## src/rtl/div_radix2.sv

```systemverilog
// div_radix2: iterative 32-bit radix-2 restoring divider, signed/unsigned, with
// divide-by-zero and annul handling. result_o = {remainder, quotient}.
`default_nettype none

module div_radix2 (
  input  logic        clk,
  input  logic        rst,
  input  logic        signed_div_i,
  input  logic [31:0] a,
  input  logic [31:0] b,
  input  logic        start_i,
  input  logic        annul_i,
  output logic [63:0] result_o,
  output logic        ready_o
);

  localparam logic [1:0] IDLE    = 2'd0;
  localparam logic [1:0] BY_ZERO = 2'd1;
  localparam logic [1:0] ON      = 2'd2;
  localparam logic [1:0] END     = 2'd3;

  logic [1:0]  state;
  logic [4:0]  cnt;
  logic [63:0] sh;
  logic [31:0] divisor;
  logic [31:0] a_lat;
  logic        neg_q;
  logic        neg_r;
  logic [63:0] result;

  logic [31:0] abs_a;
  logic [31:0] abs_b;
  logic        ge;
  logic [31:0] trial;
  logic [63:0] sh_next;
  logic [31:0] quo_fix;
  logic [31:0] rem_fix;

  always_comb begin
    abs_a = (signed_div_i && a[31]) ? (~a + 32'd1) : a;
    abs_b = (signed_div_i && b[31]) ? (~b + 32'd1) : b;
    // sh[63:31] is the 33-bit partial remainder after the left shift
    ge      = (sh[63:31] >= {1'b0, divisor});
    trial   = sh[62:31] - divisor;
    sh_next = ge ? {trial, sh[30:0], 1'b1} : {sh[62:0], 1'b0};
    quo_fix = neg_q ? (32'd0 - sh_next[31:0])  : sh_next[31:0];
    rem_fix = neg_r ? (32'd0 - sh_next[63:32]) : sh_next[63:32];
  end

  always_ff @(posedge clk or negedge rst) begin
    if (!rst) begin
      state   <= IDLE;
      cnt     <= 5'd0;
      sh      <= 64'd0;
      divisor <= 32'd0;
      a_lat   <= 32'd0;
      neg_q   <= 1'b0;
      neg_r   <= 1'b0;
      result  <= 64'd0;
    end else begin
      case (state)
        IDLE: begin
          if (start_i && !annul_i) begin
            a_lat   <= a;
            sh      <= {32'd0, abs_a};
            divisor <= abs_b;
            neg_q   <= signed_div_i & (a[31] ^ b[31]);
            neg_r   <= signed_div_i & a[31];
            cnt     <= 5'd0;
            state   <= (b == 32'd0) ? BY_ZERO : ON;
          end
        end
        BY_ZERO: begin
          result <= {a_lat, 32'hFFFF_FFFF};
          state  <= END;
        end
        ON: begin
          if (annul_i) begin
            state <= IDLE;
          end else begin
            sh  <= sh_next;
            cnt <= cnt + 5'd1;
            if (cnt == 5'd31) begin
              result <= {rem_fix, quo_fix};
              state  <= END;
            end
          end
        end
        default: state <= IDLE;
      endcase
    end
  end

  assign result_o = result;
  assign ready_o  = (state == END);

endmodule

`default_nettype wire
```

## config.mk

```make
export PLATFORM = sky130hd
export DESIGN_NAME = div_radix2
export DESIGN_NICKNAME = d
export VERILOG_FILES = /design/src/rtl/div_radix2.sv
export SDC_FILE = /design/constraint.sdc
export NUM_CORES = 1
export LEC_CHECK = 0
export BUFFER_PORTS_ARGS = -buffer_cell sky130_fd_sc_hd__buf_2
export CAP_MARGIN = 20
export CORE_ASPECT_RATIO = 0.5
export CORE_UTILIZATION = 45
export DETAILED_ROUTE_END_ITERATION = 6
export PLACE_DENSITY = 0.61
export SYNTH_ARGS = -nofsm -noshare
export SYNTH_HDL_FRONTEND = slang
export SYNTH_SLANG_ARGS = --single-unit
export TNS_END_PERCENT = 1
```

## constraint.sdc

```tcl
create_clock -name clk -period 13.84 [get_ports clk]
set_clock_uncertainty 0.15 [all_clocks]
set_input_delay 2.768 -clock clk [delete_from_list [all_inputs] [get_ports clk]]
set_output_delay 2.768 -clock clk [all_outputs]
set_load 0.01 [all_outputs]
```

Word-level counts from Yosys, hierarchy flattened
Cells that the tools add are included.
Widths: inputs -> output; s select.
{"block": "op_classes", "addsub": 6, "n_mul": 0, "div_mod_pow": 0, "n_lt_le_gt_ge": 1, "n_eq_ne": 8, "shifts": 0, "n_mux": 19, "bitwise": 5, "n_reduce_logical": 12}
{"op": "$mux 64", "count": 5}
{"op": "$pmux 64 s2", "count": 2}
{"op": "$mux 32", "count": 4}
{"op": "$add 32x1->32 const B", "count": 2}
{"op": "$not 32->32", "count": 2}
{"op": "$sub 1x32->32 const A", "count": 2}
{"op": "$ge 33x32->1", "count": 1}
{"op": "$logic_not 32->1", "count": 1}
{"op": "$sub 32x32->32", "count": 1}
{"op": "$mux 5", "count": 2}
{"op": "$pmux 5 s2", "count": 1}
{"op": "$mux 2", "count": 4}
{"op": "$ne 2x2->1 const B", "count": 3}
{"op": "$pmux 2 s3", "count": 1}
{"op": "$reduce_and 3->1", "count": 2}
{"op": "$add 5x1->5 const B", "count": 1}
{"op": "$eq 5x5->1 const B", "count": 1}
{"op": "$eq 2x2->1 const B", "count": 2}
{"op": "$reduce_and 2->1", "count": 2}
{"op": "$reduce_bool 2->1", "count": 2}
{"op": "$logic_and 1x1->1", "count": 3}
{"op": "$ne 3x3->1 const B", "count": 1}
{"op": "$and 1x1->1", "count": 2}
{"op": "$eq 2x1->1 const B", "count": 1}
{"op": "other kinds (3)", "count": 3}
{"block": "word_totals", "regBits": 201, "latchBits": 0, "ramBits": 0, "mem_bits_ro": 0, "memories": 0}

Depth between registers and ports, before layout
Gate-level depths: netlist of run 1.
{"block": "depth", "depth_word": 7, "ltp_mapped": 20, "mapped_depth_nobuf": 17}

Worst setup path before layout of run 1
OpenSTA, ideal clock, no wires.
{"block": "synth_path", "kind": "input-to-reg", "start": "input port b[9]", "end": "register state[1]", "arrival_ns": 5.098, "t_required_ns": 13.568, "setup_slack_ns": 8.470, "cell_stages": 11, "n_path_buf": 0, "path_cell_list": "or4_1 > nor4_1 > nand2b_1 > nor2_1 > nand3_1 > or4_1 > or3_1 > a21oi_1 > nor2_1 > nor2_1 > nor2_1"}
{"block": "synth_between", "elab_chain_cells": 4}
{"element": "from (decl)", "line": "10", "source": "input logic [31:0] b,"}
{"element": "$logic_not 32->1", "line": "70", "source": "state <= (b == 32'd0) ? BY_ZERO : ON;"}
{"element": "$mux 2", "line": "70"}
{"element": "$mux 2", "line": "63", "source": "if (start_i && !annul_i) begin"}
{"element": "$pmux 2 s3", "line": "61", "source": "case (state)"}
{"element": "to (signal assigned)", "line": "70"}
{"element": "to (decl)", "line": "22", "source": "logic [1:0] state;"}
Every way passes these cells. The select of a mux whose other input is x is not followed.
A chain may end at the register's enable or synchronous reset.

Final worst setup path of run 1
{"block": "layout_path", "start": "input port a[3]", "end": "register sh[27]"}
{"block": "layout_between", "elab_chain_cells": 5}
{"element": "from (decl)", "line": "9", "source": "input logic [31:0] a,"}
{"element": "$not 32->32", "line": "40", "source": "abs_a = (signed_div_i && a[31]) ? (~a + 32'd1) : a;"}
{"element": "$add 32x1->32", "line": "40"}
{"element": "$mux 32", "line": "40"}
{"element": "$mux 64", "line": "63"}
{"element": "$pmux 64 s2", "line": "61"}
{"element": "to (signal assigned)", "line": "65", "source": "sh <= {32'd0, abs_a};"}
{"element": "to (signal assigned)", "line": "81", "source": "sh <= sh_next;"}
{"element": "to (decl)", "line": "24", "source": "logic [63:0] sh;"}
Every way passes these cells. The select of a mux whose other input is x is not followed.

==> impl_summary.md, run 1 <==
Setup path
For the worst setup path, the data arrival time is 5.82 ns. The startpoint identified for the worst register-to-register timing path is sh[44]. The number of cell instances on the worst register-to-register path is 14.

The endpoint type of the worst setup path is a register. The largest delay contributor family on the critical path is simple AND/OR/NAND/NOR gates. The source of the critical timing path is a[3]. The slowest cell on the critical path is sky130_fd_sc_hd__nor4_1. The sort of element at the start of the critical path is an input port.

The worst setup path is of the input port to register kind. The number of buffers and inverters on the critical path is 1. The biggest fanout along the worst timing path is 6. The critical path required time is 14.07 ns. The stage delay of the slowest cell on the critical path is 0.82 ns.

Traced cell by cell, the critical path runs through buf_2 -> nor4_1 -> nand4_1 -> nor4_1 -> nand2_1 -> or4_1 -> nor2_1 -> a21oi_1 -> xnor2_1 -> nor2_1 -> a21oi_1 -> o21ai_0. The critical path depth is 12.

Synth
In this run the biggest area consumer among cell types represents 38.3% of the synthesized area. Summing the areas of all compound-gate instances in the mapped netlist gives between 20% and 30% of the synthesized area. The share of synthesized area occupied by flip-flops and latches is a little under two fifths. The count of different cell masters after synthesis is 83.

The async set-reset flop share out of synthesis is 100%. By area, the combinational part of the netlist is dominated by compound AO/OA/AOI/OAI gates. For this run, the number of Yosys warnings is 0. The post-synthesis xor/xnor area fraction is 9.41%. The synthesized design contains 0 enable-type register cells. The post-synthesis area per instance is 8.05 µm².

The cell area that synthesis handed to floorplanning was 13100 µm². The post-synthesis net count is 1737. The adder-cell share of the synthesized area is 3.78%. Among all flip-flop cells after synthesis, the most frequent one is sky130_fd_sc_hd__dfrtp_1. Multiplexer cells account for 1.32% of the synthesized area. Summing the areas of all and, or, nand and nor instances in the mapped netlist gives 20.9% of the synthesized area. Synthesis produced a netlist whose cell count is approximately 1600.

The post-synthesis sequential element count is 201. Summed over all instances, the cell type with the most area after synthesis is sky130_fd_sc_hd__dfrtp_1. After synthesis, the cell types taking the most area are sky130_fd_sc_hd__dfrtp_1, sky130_fd_sc_hd__nand2_1, sky130_fd_sc_hd__a21oi_1.

STA
The final hold violation count was 0. Setup repair after global routing left no endpoint under its margin. Setup violations remaining at the end of the flow were counted as 0. The post-layout minimum cycle time is around 5.6 ns.

The transition time of the tightest slew-check pin is 1.05 ns. The number of max-slew violations in the final report is 0. For the final routed database, the setup TNS stands at 0 ns.

The final cycle utilization of the critical path is 40.4%. The remaining max-slew budget at the tightest pin is 30.1%. Timing would allow up to 179 MHz.

Die
between 100 and 150 I/O pins were placed. The die extent in x is roughly 240 µm. The die is 123 µm tall. The area of the die is 29900 µm². The starting utilization of the core area is 46.5%. The area of the placeable core is 28200 µm².

The total number of placement rows is 43.

Routing
The antenna violation net count after detailed routing is 0. The post-detailed-routing wire length is 38900 µm. In the routed layout, each cell is associated on average with a via count of 5.73.

The number of detailed-routing iterations run before antenna repair is 5. For this run, design rule violations remaining after detail routing come to 0. The total via count in the routed design is about 12000. The DRC marker count from the first detailed-route iteration is 958. After detailed routing, the average wire length per cell comes to 18.5 µm.

Power
The internal power is 1.69 mW. Power spread over the standard cell area amounts to 218 nW/µm². For this design the static power due to leakage is 6.38 nW. The share of total power dissipated in the clock network is 19.8%.

The analysis attributes to net switching a power of 1.53 mW. Of the total power, registers draw about a quarter. Net switching is 47.5% of the power. In this run, the combinational gates consume 54.8% of the power. IR analysis of the VDD net gives a maximum drop of ~0.12 mV.

Global routing
For met1 alone, demand over resource in global routing was 39.0%. Entering global routing, the biggest net connects 100 pins. In the global route stage, met2 resource usage came out at 40.3%.

In the global route stage, overall resource usage came out at 26.2%. The first global-routing pass estimated just over 60000 µm of wire. The via count of the first global-routing pass is approximately 11000. In the global route stage, met3 resource usage came out at 3.83%. The global routing stage identified its most utilized layer as met2. The final global-route overflow total is 0. The number of antenna violations at the first check in global routing is 1.

Hold path
The worst hold path begins at a_lat[7]. The cell depth of the worst hold path is 2. The min-delay analysis places its worst path in the category register to register.

Cells and area
The count of filler cells inserted in the layout is 2803. The fraction of layout cells with a size suffix above 1 is 12.1%. The area growth from synthesis to layout is 12.6%.

In the layout the commonest cells are sky130_fd_sc_hd__nand2_1, sky130_fd_sc_hd__dfrtp_1, sky130_fd_sc_hd__nor2_1, sky130_fd_sc_hd__a21oi_1, sky130_fd_sc_hd__o21ai_0. The most common cell after layout, fill and taps aside is sky130_fd_sc_hd__nand2_1. After the flow finishes, the layout carries non-filler instances totaling around 2100. The number of nets in the finished design is 1812.

Clock tree
The count of hold buffers inserted by post-cts repair is 0. The clock-pin slew on the worst setup and hold paths is 0.07 ns. The clock passes through at most 3 buffers. The worst-skew pair later-pin latency is 0.53 ns.

The clock sink total is approximately 200. The tree is rooted in a sky130_fd_sc_hd__clkbuf_16. Once the clock tree was built, the resizer swapped 0 gates to a different size.

The TritonCTS clock tree is built. Post-CTS timing repair inserted 0 buffers for setup. In this run the number of H-tree levels came out at 1. The number of clock buffers added by TritonCTS is 21.

Place
The post-detailed-placement half-perimeter wirelength is between 20000 and 30000 µm. The routability congestion estimate is 0.893. Counting tap cells, the placed design contains a total of around 2100 instances.

The count of buffers from port buffering is 133.

Status
The run finished with clean final reports.

Job
The tool flagged a number of max-cap violations equal to 0.
worst register-to-register path, delay by kind of cell (launching register included):
family / cells / cell delay, ns
AO/OA/AOI/OAI: 4 / 0.88
XOR/XNOR: 1 / 0.18
adder cells (fa/ha/maj): 2 / 0.85
buffers and inverters: 1 / 0.50
flip-flops: 1 / 0.47
multiplexers: 1 / 0.37
AND/OR/NAND/NOR: 5 / 1.93
kinds of logic (layout without fill, tap and decap cells):
group / after synthesis / after routing
AOI/OAI and AO/OA: 473 / 473
xor gates and xnor gates: 141 / 141
adders and majority gates: 39 / 39
buffers and inverters: 143 / 231
DFF: 201 / 201
muxes: 17 / 17
other: 0 / 2
and+or+nand+nor: 615 / 615
final timing paths:
path                                     end  slack, ns
worst max-delay path                  sh[27]       8.25
worst min-delay path                a_lat[7]       0.33
worst max register to register  result_o[62]       8.38
worst min register to register      a_lat[7]       0.33
max in group asynchronous              neg_r      10.07
min in group asynchronous         divisor[1]       2.11
synthesized netlist by cell type (all sizes together), types with 6 or more instances:
cell type,number
a211oi,10
a21oi,153
a22o,13
a31oi,17
and2,10
and3,8
buf,24
clkbuf,67
dfrtp,201
ha,38
inv,51
mux2i,15
nand2,296
nand2b,12
nand3,19
nand4,18
nor2,159
nor3,26
nor4,18
o21a,6
o21ai,174
o22ai,7
o31ai,30
o41ai,14
or3,12
or4,18
xnor2,59
xor2,82
layer usage:
metal | part of all wire [%] | wire [µm] | vias up
met2 | 42 | 16500 | 328
li1 | - | - | 5851
met5 | 0 | 0 | -
met4 | 1.9 | 722 | 0
met1 | 50 | 19600 | 5807
met3 | 5.4 | 2090 | 48
metrics by stage:
step	setup slack [ns]	hold slack [ns]	utilization, %	total power, mW	instance area [µm²]
final	8.25	0.327	52.4	3.22	14800
after global routing	7.84	0.350	52.4	3.45	14800
after CTS	8.30	0.329	52.4	3.21	14800
after detailed placement	7.75	0.308	49.7	2.56	14000
after global placement	7.90	0.301	49.7	2.53	14000
after floorplan	8.47	0.287	-	2.10	13100
power by group through the flow:
stage               clock, mW  combinational (mW)  sequential (mW)
finish                  0.639                1.77            0.816
global route            0.673                1.95            0.829
CTS                     0.649                1.75            0.811
detailed placement          0                1.74            0.819
global placement            0                1.72            0.816
floorplan                   0                1.33            0.765
sequential cells by signal, summed over array words and instances (netlist names):
register  flops
sh           64
result_o     64
neg_r         1
divisor      32
state         2
neg_q         1
cnt           5
a_lat        32
final cells by class:
class	count	area [µm²]	share of cell area, %
Clock buffer	25	571	3.86
Tap cell	382	478	3.24
Multi-Input combinational cell	1285	7550	51.1
Antenna cell	2	5.00	0.0339
Sequential cell	201	5030	34.1
Clock inverter	11	188	1.27
Inverter	52	195	1.32
Timing Repair Buffer	143	749	5.08
Power figures use the tool's default switching activity.
==> run 2: changes to the inputs <==
==> constraint.sdc (replaced) <==
create_clock -name clk -period 5.4 [get_ports clk]
set_clock_uncertainty 0.15 [all_clocks]
set_input_delay 1.08 -clock clk [delete_from_list [all_inputs] [get_ports clk]]
set_output_delay 1.08 -clock clk [all_outputs]
set_load 0.01 [all_outputs]
==> run 2 against run 1 <==
Setup slack got worse by 7.4 ns. Global-route usage increased by 0.70 points. Core utilization about the same. Non-clock buffer count increased by 5. Critical path type is now register to register. Largest power group unchanged.
==> impl_summary.md, run 2 (synthesis gave the netlist of run 1 again) <==
Place
The count of buffers from port buffering is 133 (unchanged). The post-detailed-placement half-perimeter wirelength is 29800 µm (was 28700 µm). The placed cell count is 2067 (was 2063). The routability congestion estimate is 0.942 (was 0.893).

The cell area after placement is 14100 µm² (was 14000 µm²). The worst setup slack before clock tree synthesis was 0.807 ns (was 7.75 ns).

Clock tree
The clock sink total was 201 (unchanged). The number of setup buffers added after CTS is 0 (unchanged). The clock-pin slew on the worst setup and hold paths is 0.07 ns (about the same). The worst-skew pair later-pin latency is 0.53 ns (about the same). The buffer levels on the longest clock path is 3 (unchanged). The number of buffers added by the clock tree synthesis step was 21 (unchanged). The depth of the CTS H-tree is 1 (unchanged). The count of hold buffers inserted by post-cts repair came to 0 (unchanged).

The number of gates resized after cts came to 0 (unchanged). The buffer cell driving the clock tree root is sky130_fd_sc_hd__clkbuf_16 (unchanged). The TritonCTS clock tree is built (unchanged).

STA
The fmax is 217 MHz. The tightest hold margin is 0.329 ns (was 0.327 ns). The final hold violation count came to 0 (unchanged).

The count of endpoints failing setup in the final report is 0 (unchanged). The remaining max-slew budget at the tightest pin is 33.1% (was 30.1%). The minimum setup slack in the final design is 0.800 ns (was 8.25 ns). The final cycle utilization of the critical path is 85.2%. The aggregate negative setup slack is 0 ns (unchanged). Setup repair after global routing missed its margin: false (unchanged). The number of max-slew violations in the final report was 0 (unchanged). The transition time of the tightest slew-check pin is 1.00 ns (was 1.05 ns). The post-layout minimum cycle time is ~4.6 ns.

Cells and area
Most used cells in the layout excluding fill and tap cells: sky130_fd_sc_hd__nand2_1, sky130_fd_sc_hd__dfrtp_1, sky130_fd_sc_hd__nor2_1, sky130_fd_sc_hd__a21oi_1, sky130_fd_sc_hd__o21ai_0 (unchanged). The fraction of layout cells with a size suffix above 1 is 12.3% (was 12.1%). The final core area utilization came to 52.4% (about the same). The count of filler cells inserted in the layout is 2761 (was 2803).

The most common cell after layout, fill and taps aside is sky130_fd_sc_hd__nand2_1 (unchanged). The area added between synthesis and finish is 12.6% (about the same). The number of nets in the finished design is 1817 (was 1812). The cell area after layout is 14800 µm² (about the same). The count of placed standard cells in the final layout, fillers left out is 2107 (was 2101).

Setup path
Critical Path, Cell by Cell: ha_1 -> a21oi_1 -> o21a_1 -> o221ai_2 -> o211ai_4 -> nand2_4 -> inv_2 -> ha_1 -> nand2b_1 -> or4_1 -> inv_1 -> nand2_1 -> o41ai_1 -> nand2_1 -> xnor2_1 -> a21oi_1 (was buf_2 -> nor4_1 -> nand4_1 -> nor4_1 -> nand2_1 -> or4_1 -> nor2_1 -> a21oi_1 -> xnor2_1 -> nor2_1 -> a21oi_1 -> o21ai_0). The stage delay of the slowest cell on the critical path was 0.47 ns (was 0.82 ns). The sort of element at the start of the critical path is a register (was input port). The biggest fanout along the worst timing path is 21 (was 6). The endpoint type of the worst setup path is a register (unchanged). The category of the most critical setup path was register to register (was input port to register). The slowest cell on the critical path is sky130_fd_sc_hd__or4_1 (was sky130_fd_sc_hd__nor4_1). The critical path required time is 5.69 ns (was 14.07 ns). The endpoint arrival time on the critical path was 4.89 ns (was 5.82 ns).

Power
The total power consumption of the routed design is 8.26 mW (was 3.22 mW). The static leakage is 6.38 nW (about the same). The power per unit of standard cell area is 559 nW/µm² (was 218 nW/µm²). The worst ir drop on vdd is 0.320 mV (was 0.122 mV).

Die
The starting utilization of the core area came to 46.5% (unchanged). The height of the die was 123 µm (unchanged). The area of the die is 29900 µm² (unchanged). The number of ports placed on the die boundary is 134 (unchanged). The area of the placeable core is 28200 µm² (unchanged). The die extent in x came to 243 µm (unchanged).

The total number of placement rows is 43 (unchanged).

Routing
The DRC marker count from the first detailed-route iteration is 1005 (was 958). The antenna violation net count after detailed routing is 0 (unchanged). The number of detailed-routing iterations run before antenna repair came to 5 (unchanged).

The total via count in the routed design is 12000 (about the same). The DRC violations left is 0 (unchanged). The post-detailed-route wirelength per cell was 19.0 µm (was 18.5 µm).

The post-detailed-routing wire length is 40000 µm (was 38900 µm). The detailed-route vias per instance is 5.70 (was 5.73).

Global routing
The overall routing resource usage is 26.9% (was 26.2%). The first-pass GRT wire length came to 63400 µm (was 61900 µm). The via count of the first global-routing pass was 11200 (about the same). The final global-route overflow total came to 0 (unchanged). The largest net degree at the start of global routing is 114 (was 100). The number of antenna violations at the first check in global routing came to 0 (was 1).

Status
Run status: finished, final reports clean (unchanged).

Job
The number of max-cap violations was 0 (unchanged).

Hold path
The class of the tightest hold or removal check is register to register (unchanged).
run 2: routing by layer:
| metal | vias to the layer above | routed length, µm | GRT usage (%) |
|---|---|---|---|
| met5 | - | 0 | 0 |
| met4 | 0 | 934 | 7.11 |
| met3 | 53 | 2450 | 4.09 |
| met2 | 386 | 17100 | 40.3 |
| met1 | 5707 | 19500 | 40.4 |
| li1 | 5855 | - | - |
run 2: worst max-delay path: cells and delay by family (launching register included):
kind / cells / cell delay, ns
flip-flops: 1 / 0.45
buffers and inverters: 2 / 0.48
adder cells (fa/ha/maj): 2 / 0.70
AND/OR/NAND/NOR: 5 / 0.90
AO/OA/AOI/OAI: 6 / 1.68
XOR/XNOR: 1 / 0.15
run 2: final cells by class:
type	instances	area, µm²	area share [%]
Clock buffer	29	606	4.10
Timing Repair Buffer	148	825	5.58
Antenna cell	1	2.50	0.0169
Tap cell	382	478	3.24
Inverter	52	195	1.32
Clock inverter	9	87.6	0.593
Sequential cell	201	5030	34.0
Multi-Input combinational cell	1285	7550	51.1
run 2: power by group:
group | switching (mW) | internal (mW)
registers | 0.334 | 1.76
clock network | 0.662 | 0.840
logic | 3.04 | 1.63
total | 4.03 | 4.23
run 2: worst paths after layout:
path                       slack, ns            to  cells past startpoint   startpoint
min reg2reg                     0.33   divisor[17]                      2  divisor[17]
max                             0.80  result_o[24]                     16       sh[39]
max reg2reg                     0.80  result_o[24]                     16       sh[39]
min                             0.33   divisor[17]                      2  divisor[17]
min in group asynchronous       0.55   divisor[15]                      1          rst
max in group asynchronous       3.43        sh[37]                      2          rst
==> run 3: changes to the inputs <==
--- a/config.mk
+++ b/config.mk
@@ -11,6 +11,7 @@
 export CORE_UTILIZATION = 45
 export DETAILED_ROUTE_END_ITERATION = 6
 export PLACE_DENSITY = 0.61
+export RECOVER_POWER = 25
 export SYNTH_ARGS = -nofsm -noshare
 export SYNTH_HDL_FRONTEND = slang
 export SYNTH_SLANG_ARGS = --single-unit
==> run 3 against run 2 <==
The flow now finishes with violations (capacitance limit, slew limit). Register-to-register slack about the same. Via count up 0.42%. Design area down 0.14%. Die area unchanged. Global-route usage unchanged. Setup slack better by 0.00070 ns. Core utilization down 0.076 points. First-iteration DRC count up 9.3%. Flip-flop and latch count unchanged. Non-clock buffer count unchanged. Largest power group unchanged.
==> impl_summary.md, run 3 (synthesis gave the netlist of run 1 again) <==
Status
Run status: finished, violations left (was finished, final reports clean). The checks that failed: capacitance limit, slew limit.

Routing
The post-detailed-route wirelength per cell is 19.0 µm (about the same). The antenna violation net count after detailed routing was 0 (unchanged). The detailed-route vias per instance was 5.72 (was 5.70).

The total via count in the routed design was 12100 (was 12000). The post-detailed-routing wire length was 40000 µm (about the same). The number of detailed-routing iterations run before antenna repair is 5 (unchanged). The DRC violations left is 0 (unchanged). The DRC marker count from the first detailed-route iteration came to 1098 (was 1005).

Cells and area
Most used cells in the layout excluding fill and tap cells: sky130_fd_sc_hd__nand2_1, sky130_fd_sc_hd__dfrtp_1, sky130_fd_sc_hd__nor2_1, sky130_fd_sc_hd__a21oi_1, sky130_fd_sc_hd__o21ai_0 (unchanged). The most common cell after layout, fill and taps aside is sky130_fd_sc_hd__nand2_1 (unchanged). The fraction of layout cells with a size suffix above 1 was 12.3% (unchanged). The count of placed standard cells in the final layout, fillers left out came to 2107 (unchanged). The number of nets in the finished design is 1817 (unchanged). The area added between synthesis and finish is 12.5% (was 12.6%).

The cell area after layout came to 14800 µm² (about the same). The count of filler cells inserted in the layout was 2763 (was 2761).

Clock tree
The number of gates resized after cts is 0 (unchanged). The depth of the CTS H-tree is 1 (unchanged). The worst-skew pair later-pin latency is 0.52 ns (was 0.53 ns). The buffer levels on the longest clock path came to 3 (unchanged). The clock sink total is 201 (unchanged). The number of buffers added by the clock tree synthesis step is 21 (unchanged). The clock-pin slew on the worst setup and hold paths is 0.07 ns (about the same). The number of setup buffers added after CTS came to 0 (unchanged). The TritonCTS clock tree is built (unchanged). The count of hold buffers inserted by post-cts repair is 0 (unchanged). The buffer cell driving the clock tree root is sky130_fd_sc_hd__clkbuf_16 (unchanged).

Die
The starting utilization of the core area is 46.5% (unchanged). The total number of placement rows is 43 (unchanged). The number of ports placed on the die boundary is 134 (unchanged). The die extent in x came to 243 µm (unchanged).

The area of the die is 29900 µm² (unchanged). The area of the placeable core is 28200 µm² (unchanged). The height of the die is 123 µm (unchanged).

Power
The worst ir drop on vdd is 0.318 mV (was 0.320 mV). The static leakage is 6.37 nW (was 6.38 nW). The total power consumption of the routed design is 8.26 mW (about the same). The power per unit of standard cell area came to 560 nW/µm² (was 559 nW/µm²).

Setup path
The source of the critical timing path is sh[37] (was sh[39]). The endpoint arrival time on the critical path is 4.89 ns (about the same). The biggest fanout along the worst timing path is 21 (unchanged).

The reg2reg setup slack is 0.80 ns (about the same). The sort of element at the start of the critical path is a register (unchanged). The critical path required time is 5.69 ns (about the same). The category of the most critical setup path is register to register (unchanged). The endpoint type of the worst setup path is a register (unchanged).

The capture instance of the worst register-to-register path is result_o[24] (unchanged). The launch instance of the worst register-to-register path is sh[37] (was sh[39]). The number of cell instances on the worst register-to-register path is 16 (unchanged).

STA
The transition time of the tightest slew-check pin was 3.08 ns (was 1.00 ns). The post-layout minimum cycle time is 4.60 ns (about the same). The final hold violation count came to 0 (unchanged). The tightest hold margin is 0.329 ns (about the same).

The aggregate negative setup slack was 0 ns (unchanged). The remaining max-slew budget at the tightest pin was -105% (was 33.1%). The count of endpoints failing setup in the final report came to 0 (unchanged). The fmax is 217 MHz (about the same). Setup repair after global routing missed its margin: false (unchanged). The number of max-slew violations in the final report is 114 (was 0).

The final cycle utilization of the critical path is 85.2% (about the same).

Global routing
The first-pass GRT wire length is 63400 µm (unchanged). The overall routing resource usage is 26.9% (unchanged). The final global-route overflow total was 0 (unchanged).

The largest net degree at the start of global routing was 114 (unchanged). The via count of the first global-routing pass came to 11200 (unchanged). The number of antenna violations at the first check in global routing was 0 (unchanged).

Place
The post-detailed-placement half-perimeter wirelength is 29800 µm (unchanged). The count of buffers from port buffering is 133 (unchanged). The placed cell count is 2067 (unchanged). The cell area after placement came to 14100 µm² (unchanged). The routability congestion estimate was 0.942 (unchanged).

Hold path
The startpoint of the lowest-slack hold path is divisor[17] (unchanged). The worst min-delay path endpoint is divisor[17] (unchanged). The class of the tightest hold or removal check is register to register (unchanged). The cell depth of the worst hold path came to 2 (unchanged).

Job
The number of max-cap violations was 1 (was 0).
## run 3: worst max-delay path: stages, from the launching register on
cell                       delay, ns
sky130_fd_sc_hd__dfrtp_1        0.45
sky130_fd_sc_hd__ha_1           0.42
sky130_fd_sc_hd__a21oi_1        0.34
sky130_fd_sc_hd__o21a_1         0.25
sky130_fd_sc_hd__o221ai_2       0.19
sky130_fd_sc_hd__o211ai_4       0.30
sky130_fd_sc_hd__nand2_4        0.08
sky130_fd_sc_hd__inv_2          0.37
sky130_fd_sc_hd__ha_1           0.26
sky130_fd_sc_hd__nand2b_1       0.12
sky130_fd_sc_hd__or4_1          0.48
sky130_fd_sc_hd__inv_1          0.10
sky130_fd_sc_hd__nand2_1        0.11
sky130_fd_sc_hd__o41ai_1        0.47
sky130_fd_sc_hd__nand2_1        0.12
sky130_fd_sc_hd__xnor2_1        0.15
sky130_fd_sc_hd__a21oi_1        0.16
## run 3: worst max-delay path by stage
stage | endpoint | slack, ns | depth (start not counted)
floorplan | result_o[24] | 0.96 | 19
global placement | result_o[24] | 0.88 | 16
CTS | result_o[24] | 0.79 | 16
global route | cnt[4] | 0.30 | 2
finish | result_o[24] | 0.80 | 16
detailed placement | result_o[24] | 0.81 | 16
## run 3: power breakdown
part           switching [mW]  internal [mW]
registers               0.331           1.76
clock network           0.664          0.840
logic                    3.04           1.63
total                    4.03           4.23
## run 3: area by class of cell
class | count | area, µm² | share of cell area (%)
Inverter | 52 | 195 | 1.32
Multi-Input combinational cell | 1285 | 7550 | 51.2
Antenna cell | 1 | 2.50 | 0.0170
Timing Repair Buffer | 148 | 803 | 5.44
Sequential cell | 201 | 5030 | 34.1
Clock inverter | 9 | 87.6 | 0.594
Tap cell | 382 | 478 | 3.24
Clock buffer | 29 | 606 | 4.10
## run 3: metrics by stage
step                utilization [%]  worst slack, ns
floorplan                         -            0.957
global placement               49.9            0.885
detailed placement             49.9            0.807
CTS                            52.3            0.790
global route                   52.3            0.301
finish                         52.3            0.800
## run 3: metal layers
| layer | part of all wire [%] | vias to the layer above | track usage [%] |
|---|---|---|---|
| li1 | - | 5862 | - |
| met1 | 49 | 5750 | 40.4 |
| met2 | 43 | 384 | 40.3 |
| met3 | 6.5 | 56 | 4.09 |
| met4 | 2.3 | 0 | 7.11 |
| met5 | 0 | - | 0 |
